File: src/rtl/effect_arbiter.sv
// Round-robin arbiter sharing one effect unit among N_CH mixer channels.
// One operation in flight at a time: grant, issue, wait for result or timeout, respond.
module effect_arbiter #(
   parameter int N_CH    = 4,
   parameter int TIMEOUT = 15
) (
   input  logic                 clk,
   input  logic                 reset,
   input  logic [N_CH-1:0]      req_valid,
   input  logic [24*N_CH-1:0]   req_data,
   output logic [N_CH-1:0]      req_ready,
   input  logic                 cfg_wren,
   input  logic [1:0]           cfg_addr,
   input  logic                 cfg_on,
   output logic [23:0]          eff_data,
   output logic                 eff_wren,
   output logic                 eff_on,
   input  logic [23:0]          eff_result,
   input  logic                 eff_valid,
   output logic [23:0]          resp_data,
   output logic [N_CH-1:0]      resp_valid,
   output logic                 resp_err,
   output logic                 busy
);

   localparam int IW = (N_CH > 1) ? $clog2(N_CH) : 1;
   localparam int CW = $clog2(TIMEOUT + 1);

   typedef enum logic [1:0] {IDLE, ISSUE, WAIT, RESP} state_t;

   state_t          state_reg, state_next;
   logic [IW-1:0]   rr_ptr_reg;
   logic [IW-1:0]   owner_reg;
   logic [23:0]     data_reg;
   logic            on_reg;
   logic [23:0]     result_reg;
   logic            err_reg;
   logic [CW-1:0]   cnt_reg;
   logic [N_CH-1:0] cfg_en_reg;

   logic            gnt_found;
   logic [IW-1:0]   gnt_idx;
   logic            grant;
   logic            timeout_hit;

   // Scan downward in offset so the lowest offset from rr_ptr wins.
   always_comb begin
      gnt_found = 1'b0;
      gnt_idx   = '0;
      for (int k = N_CH - 1; k >= 0; k--) begin
         if (req_valid[(int'(rr_ptr_reg) + k) % N_CH]) begin
            gnt_found = 1'b1;
            gnt_idx   = IW'((int'(rr_ptr_reg) + k) % N_CH);
         end
      end
   end

   assign grant       = (state_reg == IDLE) && gnt_found && !reset;
   assign timeout_hit = (cnt_reg == CW'(TIMEOUT - 1));

   // FSM: state register
   always_ff @(posedge clk) begin
      if (reset) begin
         state_reg <= IDLE;
      end else begin
         state_reg <= state_next;
      end
   end

   // FSM: next-state logic
   always_comb begin
      state_next = state_reg;
      case (state_reg)
         IDLE:    if (gnt_found) state_next = ISSUE;
         ISSUE:   state_next = WAIT;
         WAIT:    if (eff_valid || timeout_hit) state_next = RESP;
         RESP:    state_next = IDLE;
         default: state_next = IDLE;
      endcase
   end

   // FSM: outputs toward the effect unit and the responder
   always_comb begin
      eff_wren  = 1'b0;
      eff_data  = '0;
      eff_on    = 1'b0;
      resp_data = '0;
      resp_err  = 1'b0;
      busy      = (state_reg != IDLE);
      if (state_reg == ISSUE) begin
         eff_wren = 1'b1;
         eff_data = data_reg;
         eff_on   = on_reg;
      end
      if (state_reg == RESP) begin
         resp_data = result_reg;
         resp_err  = err_reg;
      end
   end

   generate
      for (genvar gi = 0; gi < N_CH; gi++) begin : g_ch
         assign req_ready[gi]  = grant && (int'(gnt_idx) == gi);
         assign resp_valid[gi] = (state_reg == RESP) && (int'(owner_reg) == gi);

         // Enable bit updates at the edge, so a grant in the same cycle sees the old value.
         always_ff @(posedge clk) begin
            if (reset) begin
               cfg_en_reg[gi] <= 1'b0;
            end else if (cfg_wren && (int'(cfg_addr) == gi)) begin
               cfg_en_reg[gi] <= cfg_on;
            end
         end
      end
   endgenerate

   always_ff @(posedge clk) begin
      if (reset) begin
         rr_ptr_reg <= '0;
         owner_reg  <= '0;
         data_reg   <= '0;
         on_reg     <= 1'b0;
         result_reg <= '0;
         err_reg    <= 1'b0;
         cnt_reg    <= '0;
      end else begin
         case (state_reg)
            IDLE: begin
               if (grant) begin
                  owner_reg <= gnt_idx;
                  data_reg  <= req_data[int'(gnt_idx)*24 +: 24];
                  on_reg    <= cfg_en_reg[gnt_idx];
                  if (int'(gnt_idx) == N_CH - 1) begin
                     rr_ptr_reg <= '0;
                  end else begin
                     rr_ptr_reg <= gnt_idx + IW'(1);
                  end
               end
            end
            ISSUE: begin
               cnt_reg <= '0;
            end
            WAIT: begin
               // A result on the last allowed cycle still beats the timeout.
               if (eff_valid) begin
                  result_reg <= eff_result;
                  err_reg    <= 1'b0;
               end else begin
                  cnt_reg <= cnt_reg + CW'(1);
                  if (timeout_hit) begin
                     result_reg <= '0;
                     err_reg    <= 1'b1;
                  end
               end
            end
            default: ;
         endcase
      end
   end

endmodule

File: config.mk
export PLATFORM = sky130hd
export DESIGN_NAME = effect_arbiter
export DESIGN_NICKNAME = d
export VERILOG_FILES = /design/src/rtl/effect_arbiter.sv
export SDC_FILE = /design/constraint.sdc
export NUM_CORES = 1
export LEC_CHECK = 0
export BUFFER_PORTS_ARGS = -buffer_cell sky130_fd_sc_hd__buf_2
export CORE_MARGIN = 1.5
export CORE_UTILIZATION = 40
export DETAILED_ROUTE_END_ITERATION = 10
export GPL_TIMING_DRIVEN = 1
export PLACE_DENSITY_LB_ADDON = 0.25
export SLEW_MARGIN = 10
export SYNTH_ARGS = -nofsm -noshare
export SYNTH_HDL_FRONTEND = slang
export SYNTH_SLANG_ARGS = --single-unit
File: constraint.sdc
create_clock -name clk -period 1.6 [get_ports clk]
set_input_delay 0.16 -clock clk [delete_from_list [all_inputs] [get_ports clk]]
set_output_delay 0.16 -clock clk [all_outputs]
set_load 0.02 [all_outputs]
# Word-level counts from Yosys, hierarchy flattened
# Cells that the tools add are included.
# Widths: inputs -> output; s select.
dict set report totals {
  n_memories 0
  latchBits 0
  input_bits 131
  mem_bits_rw 0
  register_bits 64
  romBits 0
  output_inout_bits 60
  elab_cells 109
}
dict set report classes {
  n_lt_le_gt_ge 5
  div_mod_pow 0
  n_shift 1
  n_eq_ne 16
  mul 1
  n_reduce_logical 30
  addsub 5
  n_mux 36
  bitwise 3
}
# operator n
set op_table {}
lappend op_table {{$mux 24} 4}
lappend op_table {{$shiftx 96x8->24} 1}
lappend op_table {{$mux 1} 17}
lappend op_table {{$eq 2x2->1 const B} 8}
lappend op_table {{$logic_and 1x1->1} 14}
lappend op_table {{$mux 2} 7}
lappend op_table {{$lt 3x4->1 const B} 3}
lappend op_table {{$bmux 1 s2} 5}
lappend op_table {{$eq 2x1->1 const B} 4}
lappend op_table {{$logic_not 2->1} 4}
lappend op_table {{$pmux 2 s4} 1}
lappend op_table {{$pmux 4 s2} 1}
lappend op_table {{$reduce_and 2->1} 4}
lappend op_table {{$lt 2x3->1 const B} 2}
lappend op_table {{$ne 2x2->1 const B} 3}
lappend op_table {{$reduce_bool 2->1} 3}
lappend op_table {{$reduce_or 2->1} 3}
lappend op_table {{$add 2x1->2 const B} 2}
lappend op_table {{$add 2x2->2 const B} 2}
lappend op_table {{$add 4x1->4 const B} 1}
lappend op_table {{$eq 4x4->1 const B} 1}
lappend op_table {{$mul 2x2->4 const B} 1}
lappend op_table {{$mux 4} 1}
lappend op_table {{$and 1x1->1 const A} 3}
lappend op_table {{other kinds (2)} 2}

# Longest topological paths before layout
# Gate-level depths: netlist of run 1.
dict set report depth {
  word_depth 13
  ltp_mapped 8
}

# Worst setup path before layout of run 1
# OpenSTA, ideal clock, no wires.
dict set report synth_path {
  path_type {register to output}
  from {register state_reg[0]}
  to {output port req_ready[1]}
  required_time_ns 1.440
  setup_slack_ns -0.232
  arrival_ns 1.672
  path_stages_with_launch 6
  cell_sequence {dfxtp_1 -> inv_1 -> ha_1 -> inv_1 -> or3_1 -> nor3_1}
}
dict set report synth_via {
  elab_chain_cells 4
}
# item line_no
set synth_lines {}
lappend synth_lines {{from (decl)} 31} ;# state_t state_reg, state_next;
lappend synth_lines {{from (signal assigned)} 66} ;# state_reg <= state_next;
lappend synth_lines {{$logic_not 2->1} 58} ;# assign grant = (state_reg == IDLE) && gnt_found && !reset;
lappend synth_lines {{$logic_and 1x1->1 (2 in series)} 58}
lappend synth_lines {{$logic_and 1x1->1} 103} ;# assign req_ready[gi] = grant && (int'(gnt_idx) == gi);
lappend synth_lines {{to (decl)} 11} ;# output logic [N_CH-1:0] req_ready,
# Every way passes these cells.

# Worst setup path after layout of run 1
dict set report layout_path {
  from {register rr_ptr_reg[1]}
  to {output port req_ready[3]}
}
dict set report layout_via {
  elab_chain_cells 11
  elab_cells_between_ends 26
  classes_between {3 x add/sub; 1 x eq/ne; 19 x mux; 3 x reduce/logical}
}
# item line_no
set layout_lines {}
lappend layout_lines {{from (decl)} 32} ;# logic [IW-1:0] rr_ptr_reg;
lappend layout_lines {{from (signal assigned)} 136} ;# rr_ptr_reg <= gnt_idx + IW'(1);
lappend layout_lines {{$add 2x2->2} {51, 53}}
lappend layout_lines {{$bmux 1 s2} 51} ;# if (req_valid[(int'(rr_ptr_reg) + k) % N_CH]) begin
lappend layout_lines {{$mux 1 (implied by the code) (2 in series)} 51}
lappend layout_lines {{$mux 1 (4 in series)} 51}
lappend layout_lines {{$logic_and 1x1->1 (2 in series)} 58}
lappend layout_lines {{$logic_and 1x1->1 (*)} 103}
# Every way passes the cells marked *; elsewhere a longest branch is shown, timed or not. The select of a mux whose other input is x is not followed.

==> reports/qor.txt, run 1 <==
Status: complete, but fails checks
Violated checks: setup timing
Class of the most critical setup path: register to output port
Total vias in the final route: 3833
Cell count after synthesis: 387
CTS clk-pin slew, worst paths: 0.08 ns
Total global routing track utilization: 24.4%
Worst Slack Setup Final: -0.214 ns
Number of buffers created by CTS: 9
Htree depth: 3
Die Ht: 95.2 µm
Sw Share: 35.2%
Post-Synth Adder-Cell Area: 2.58%
Starting utilization of the core area: 41.4%
Clk sink count: 64
Fraction of power consumed by combinational cells: 55.0%
Max transition margin: 80.1%
Via count of the first global-routing pass: 3676
Die area: 9060 µm²
Pin count of the biggest net entering global routing: 30
Clock latency at the later pin of the worst-skew pair: 0.34 ns
Main flop type after synthesis: dfxtp_1
Most frequent cells after synthesis: 64 x dfxtp_1, 55 x mux2i_1, 51 x and2_1
Post-route DRC violation count: 0
Synth top area share: 37.7%
Fin crit period: 1.81 ns
Number of iterations in the first detailed-routing pass: 4
Proportion of power drawn by flip-flops and latches: 26.4%
Distinct cell type count after synthesis: 33
Filler cells: 549
Number of rows created at floorplan: 33
Final Util: 74.1%
Number of antenna violations at the first check in global routing: 0
Total leakage power: 2.87 nW
Max-slew violation total from the final report: 0
Max Clk Rate: 551 MHz
Clock buffer depth: 2
Number of inserted diodes: 0
Placed Instances: 674
Sw Pwr: 3.04 mW
Area leader, netlist: dfxtp_1
Wire length of the first global-routing pass: 17000 µm
Most frequent cell after synthesis: dfxtp_1
Slew at the pin closest to its max-slew limit: 0.297 ns
Crit. End Element: output port
Count of final setup violators: 65
Sequential element share of the synthesized area: 37.7%
CTS tree: built
ANT nets after route: 0
Global placement routability congestion: 0.735
Worst vdd rail ir drop: 0.658 mV
Via density per instance: 5.36
Area share of and/or/nand/nor cells after synthesis: 22.8%
Largest family of logic cells by synthesized area: simple AND/OR/NAND/NOR gates
Pre-CTS setup slack: -0.0468 ns
Largest cells by area after synthesis: dfxtp_1 38%, mux2i_1 16%, and2_1 9.4%
Critical path launch point type: register
Data required time at the worst endpoint: 1.44 ns
Post-route non-filler standard cell count: 715
Setup repair after global routing missed its margin: true
Area of the multi-input gates: 2330 µm²
Cell-internal power: 5.60 mW
Share of the synthesized area in compound gates (AO/OA/AOI/OAI): 15.2%
Start point of the critical path: rr_ptr_reg[1]
Placed wire-length estimate after detailed placement: 7170 µm
Wirelength, routed: 12300 µm
Grt total ovfl: 0
Origin of the worst min-delay path: eff_result[20]
Hold crit path type: input pin to register
Power density cells: 1420 nW/µm²
Horizontal die dimension: 95.2 µm
Share of the clock period used by the worst path: 113%
Cell at the root of the clock tree: clkbuf_8
Cell area after synthesis: 3400 µm²
Top-Level Pins: 191
Mux cell area share after synthesis: 16.2%
Layout cells sized above 1: 57.4%
Drt wl/cell: 17.3 µm
1st-iter DRT viols: 100
Relative contribution of the clock network to total power: 18.6%
Layout Skew: 0.0129 ns
Max FO, Critical Path: 4
Post-synthesis sequential element count: 64
Share of flip-flops with an asynchronous set or reset after synthesis: 0%
Critical path data arrival time: 1.65 ns
Nets@finish: 743
Count of input and output buffers: 190
Post-synthesis area per instance: 8.78 µm²
Crit Reg-Reg Startpoint: rr_ptr_reg[0]
Synth Area in XOR/XNOR: 0.258%
Total number of yosys warnings: 0
Final Hold Fails: 0
Synthesized Nets: 525
Area taken by flip-flops and latches: 1290 µm²
Hold buffer count at cts: 0
Final total negative setup slack: -6.29 ns
Number of maximum-capacitance constraint violations: 0
Core ar.: 8220 µm²
Number of synthesized flops with an enable pin: 0
Area grow syn2layout: 79.1%
==> cell type report <==
cell class,count,share of cell area (%)
Tap cell,105,2.16
Inverter,8,0.494
Clock inverter,6,1.52
Clock buffer,10,2.26
Sequential cell,64,21.1
Timing Repair Buffer,236,34.1
Multi-Input combinational cell,286,38.4
==> stage by stage <==
step	hold slack [ns]	power (mW)	instance area [µm²]
floorplan	0.304	4.18	3440
global route	0.0633	9.06	6080
CTS	0.0580	7.97	5720
detailed placement	0.416	5.19	4630
finish	0.0611	8.65	6080
global placement	0.408	5.10	4630
==> final timing paths <==
kind | end | slack (ns) | cells past startpoint
min reg2reg | data_reg[2] | 0.47 | 2
min | result_reg[20] | 0.06 | 3
max reg2reg | data_reg[15] | -0.14 | 8
max | req_ready[3] | -0.21 | 5
==> critical path: stages, from the launching register on <==
cell and delay (ns):
dfxtp_2 0.34, a21oi_2 0.14, nor3b_2 0.07, or3_4 0.40
nor3_4 0.22, buf_6 0.14
==> per-layer routing <==
metal	routed length, µm	vias to the layer above	global-route usage, %
met4	289	0	8.46
met3	760	23	7.26
li1	-	1811	-
met5	0	-	0
met1	4600	1849	25.5
met2	6690	150	45.8
==> placed cells by master, fill, tap and decap left out, types with 10 or more instances in the layout <==
cell type,n
buf_2,131
nor2_1,41
clkbuf_8,10
buf_12,14
and2_4,51
mux2i_1,44
dfxtp_1,60
buf_4,16
a22oi_1,21
nand2_1,32
buf_6,63
o221ai_1,24
==> timing repair <==
item,CTS,global route
cloned,7,4
setup buffers,11,6
setup endpoints to repair,69,110
pin swaps,48,27
resized for setup,188,56
==> logic make-up after synthesis <==
family | Yosys count
buf+inv | 37
mux | 55
xor+xnor | 1
simple gates | 154
flops | 64
fa+ha+maj | 7
compound gates | 69
==> power by group through the flow <==
stage / Clock (mW) / Combinational, mW / Sequential (mW)
after global routing: 1.71 / 5.02 / 2.34
after floorplan: 0 / 1.98 / 2.19
after detailed placement: 0 / 2.95 / 2.24
final: 1.60 / 4.76 / 2.29
after CTS: 1.62 / 4.11 / 2.24
after global placement: 0 / 2.88 / 2.22
Note: power is estimated with default switching activity, not from simulation.
==> run 2, diff against run 1 <==
==> constraint.sdc (replaced) <==
create_clock -name clk -period 1.6 [get_ports clk]
set_input_delay 0.32 -clock clk [delete_from_list [all_inputs] [get_ports clk]]
set_output_delay 0.32 -clock clk [all_outputs]
set_load 0.02 [all_outputs]
==> reports/qor.txt, run 2 (synthesis results as in run 1) <==
Wirelength, routed: 14900 µm (was 12300 µm)
Critical Path, Cell by Cell: nand2b_4 -> a21oi_2 -> a211o_4 -> buf_6 -> buf_6 -> buf_12 -> buf_16 -> mux2i_1 -> o221ai_1 (was a21oi_2 -> nor3b_2 -> or3_4 -> nor3_4 -> buf_6)
Hold buffer count at cts: 0 (unchanged)
CTS tree: built (unchanged)
CTS clk-pin slew, worst paths: 0.08 ns (about the same)
Data required time at the worst endpoint: 1.81 ns (was 1.44 ns)
Metal1 wirelength: 5190 µm (was 4600 µm)
Number of rows created at floorplan: 33 (unchanged)
Class of the most critical setup path: register to register (was register to output port)
Worst vdd rail ir drop: 0.645 mV (was 0.658 mV)
Final Util: 79.8% (was 74.1%)
Number of iterations in the first detailed-routing pass: 4 (unchanged)
Clock latency at the later pin of the worst-skew pair: 0.35 ns (was 0.34 ns)
Total leakage power: 3.01 nW (was 2.87 nW)
Max-slew violation total from the final report: 0 (unchanged)
Critical path launch point type: register (unchanged)
Max transition margin: 74.5% (was 80.1%)
Status: complete, but fails checks (unchanged)
Critical path data arrival time: 2.23 ns (was 1.65 ns)
Most used cells in the layout excluding fill and tap cells: 132 x buf_2, 68 x buf_6, 60 x dfxtp_1 (was 131 x buf_2, 63 x buf_6, 60 x dfxtp_1)
Clock buffer depth: 2 (unchanged)
Filler cells: 464 (was 549)
Number of maximum-capacitance constraint violations: 0 (unchanged)
Nets@finish: 764 (was 743)
Number of antenna violations at the first check in global routing: 0 (unchanged)
Count of final setup violators: 86 (was 65)
Global placement routability congestion: 0.752 (was 0.735)
Total vias in the final route: 4096 (was 3833)
Hold crit path type: input pin to register (unchanged)
Critical-path top delay cell: dfxtp_2 (was or3_4)
Via count of the first global-routing pass: 3641 (was 3676)
Htree depth: 3 (unchanged)
ANT nets after route: 0 (unchanged)
Met2 wire length: 8120 µm (was 6690 µm)
Crit. End Element: register (was output port)
Worst hold-check slack: 0.223 ns (was 0.0611 ns)
Slew at the pin closest to its max-slew limit: 0.383 ns (was 0.297 ns)
Power density cells: 1450 nW/µm² (was 1420 nW/µm²)
Count of input and output buffers: 190 (unchanged)
Layout Skew: 0.0132 ns (was 0.0129 ns)
Placed Instances: 682 (was 674)
Total global routing track utilization: 25.1% (was 24.4%)
Placed wire-length estimate after detailed placement: 7200 µm (was 7170 µm)
Cell at the root of the clock tree: clkbuf_8 (unchanged)
Share of the clock period used by the worst path: 126% (was 113%)
Crit-path most repeated cell: buf_6
Area grow syn2layout: 93.0% (was 79.1%)
Violated checks: setup timing (unchanged)
1st-iter DRT viols: 145 (was 100)
Sum of met3 wire segment lengths after detailed routing: 1120 µm (was 760 µm)
Die area: 9060 µm² (unchanged)
Max Clk Rate: 497 MHz (was 551 MHz)
Number of buffers created by CTS: 9 (unchanged)
Post-route non-filler standard cell count: 738 (was 715)
Highest routing layer actually used: met4 (unchanged)
Final Hold Fails: 0 (unchanged)
Drt wl/cell: 20.2 µm (was 17.3 µm)
Die Ht: 95.2 µm (unchanged)
Top-Level Pins: 191 (unchanged)
Layout cells sized above 1: 63.2% (was 57.4%)
Grt total ovfl: 0 (unchanged)
Post-route DRC violation count: 0 (unchanged)
Via density per instance: 5.55 (was 5.36)
Wire length of the first global-routing pass: 17400 µm (was 17000 µm)
Fin crit period: 2.01 ns (was 1.81 ns)
Starting utilization of the core area: 41.4% (unchanged)
Delay contributed by the slowest stage of the critical path: 0.36 ns (was 0.40 ns)
Pin count of the biggest net entering global routing: 36 (was 30)
Core ar.: 8220 µm² (unchanged)
Clk sink count: 64 (unchanged)
Worst Slack Setup Final: -0.412 ns (was -0.214 ns)
Max FO, Critical Path: 7 (was 4)
Horizontal die dimension: 95.2 µm (unchanged)
Setup repair after global routing missed its margin: true (unchanged)
Most common cell after layout, fill and taps aside: buf_2 (unchanged)
[run 2: cell types whose count changed in the layout (fill, tap and decap cells not counted), moves of 4 or more]
cell,before,now
buf_4,16,29
mux2i_1,44,37
o221ai_1,24,8
buf_6,63,68
mux2i_4,5,13
o221ai_2,1,17
o21ai_0,4,0
[run 2: worst max-delay path: cells and delay by family, from the launching register on]
kind | cells | cell delay [ns]
AO/OA/AOI/OAI | 3 | 0.55
buffers and inverters | 4 | 0.55
AND/OR/NAND/NOR | 1 | 0.15
flip-flops | 1 | 0.36
multiplexers | 1 | 0.27
[run 2: area by class of cell]
class / instances / area (µm²) / share of cell area [%]
Antenna cell: 2 / 5.00 / 0.0763
Clock buffer: 11 / 141 / 2.16
Clock inverter: 5 / 80.1 / 1.22
Inverter: 8 / 30.0 / 0.458
Multi-Input combinational cell: 288 / 2620 / 39.9
Sequential cell: 64 / 1290 / 19.7
Tap cell: 105 / 131 / 2.00
Timing Repair Buffer: 255 / 2260 / 34.5
[run 2: routing by layer]
| metal | track usage (%) | vias to the layer above |
|---|---|---|
| li1 | - | 1867 |
| met1 | 26.3 | 1990 |
| met2 | 47.2 | 195 |
| met3 | 5.90 | 44 |
| met4 | 10.6 | 0 |
| met5 | 0 | - |
[run 2: timing repair]
action	in CTS	in global routing
pin swaps	17	42
endpoints found under the hold margin	0	0
endpoints found under the setup margin	112	114
setup buffers	13	9
gates cloned	11	6
gates resized for setup	135	157
[run 2: path summary, 6_finish.rpt]
path	start	endpoint	slack, ns	cells after the start
worst max-delay path	rr_ptr_reg[0]	data_reg[8]	-0.41	9
worst min register to register	data_reg[23]	data_reg[23]	0.47	2
worst min-delay path	eff_result[22]	result_reg[22]	0.22	3
worst max register to register	rr_ptr_reg[0]	data_reg[8]	-0.41	9
[run 2: where the power goes]
part	leakage [nW]	internal (mW)	switching (mW)
clock network	0.106	0.918	0.681
logic	2.38	3.10	2.53
registers	0.524	2.02	0.275
total	3.01	6.04	3.48
[run 2: per-stage QoR]
step                setup TNS (ns)  setup slack [ns]  instance area (µm²)  power (mW)
floorplan                    -1.44           -0.0645                 3440        4.18
global placement            -11.31            -0.266                 4660        5.13
detailed placement          -15.48            -0.378                 4660        5.21
CTS                         -22.94            -0.365                 5730        8.37
global route                -28.83            -0.459                 6550        9.91
finish                      -24.61            -0.412                 6560        9.53
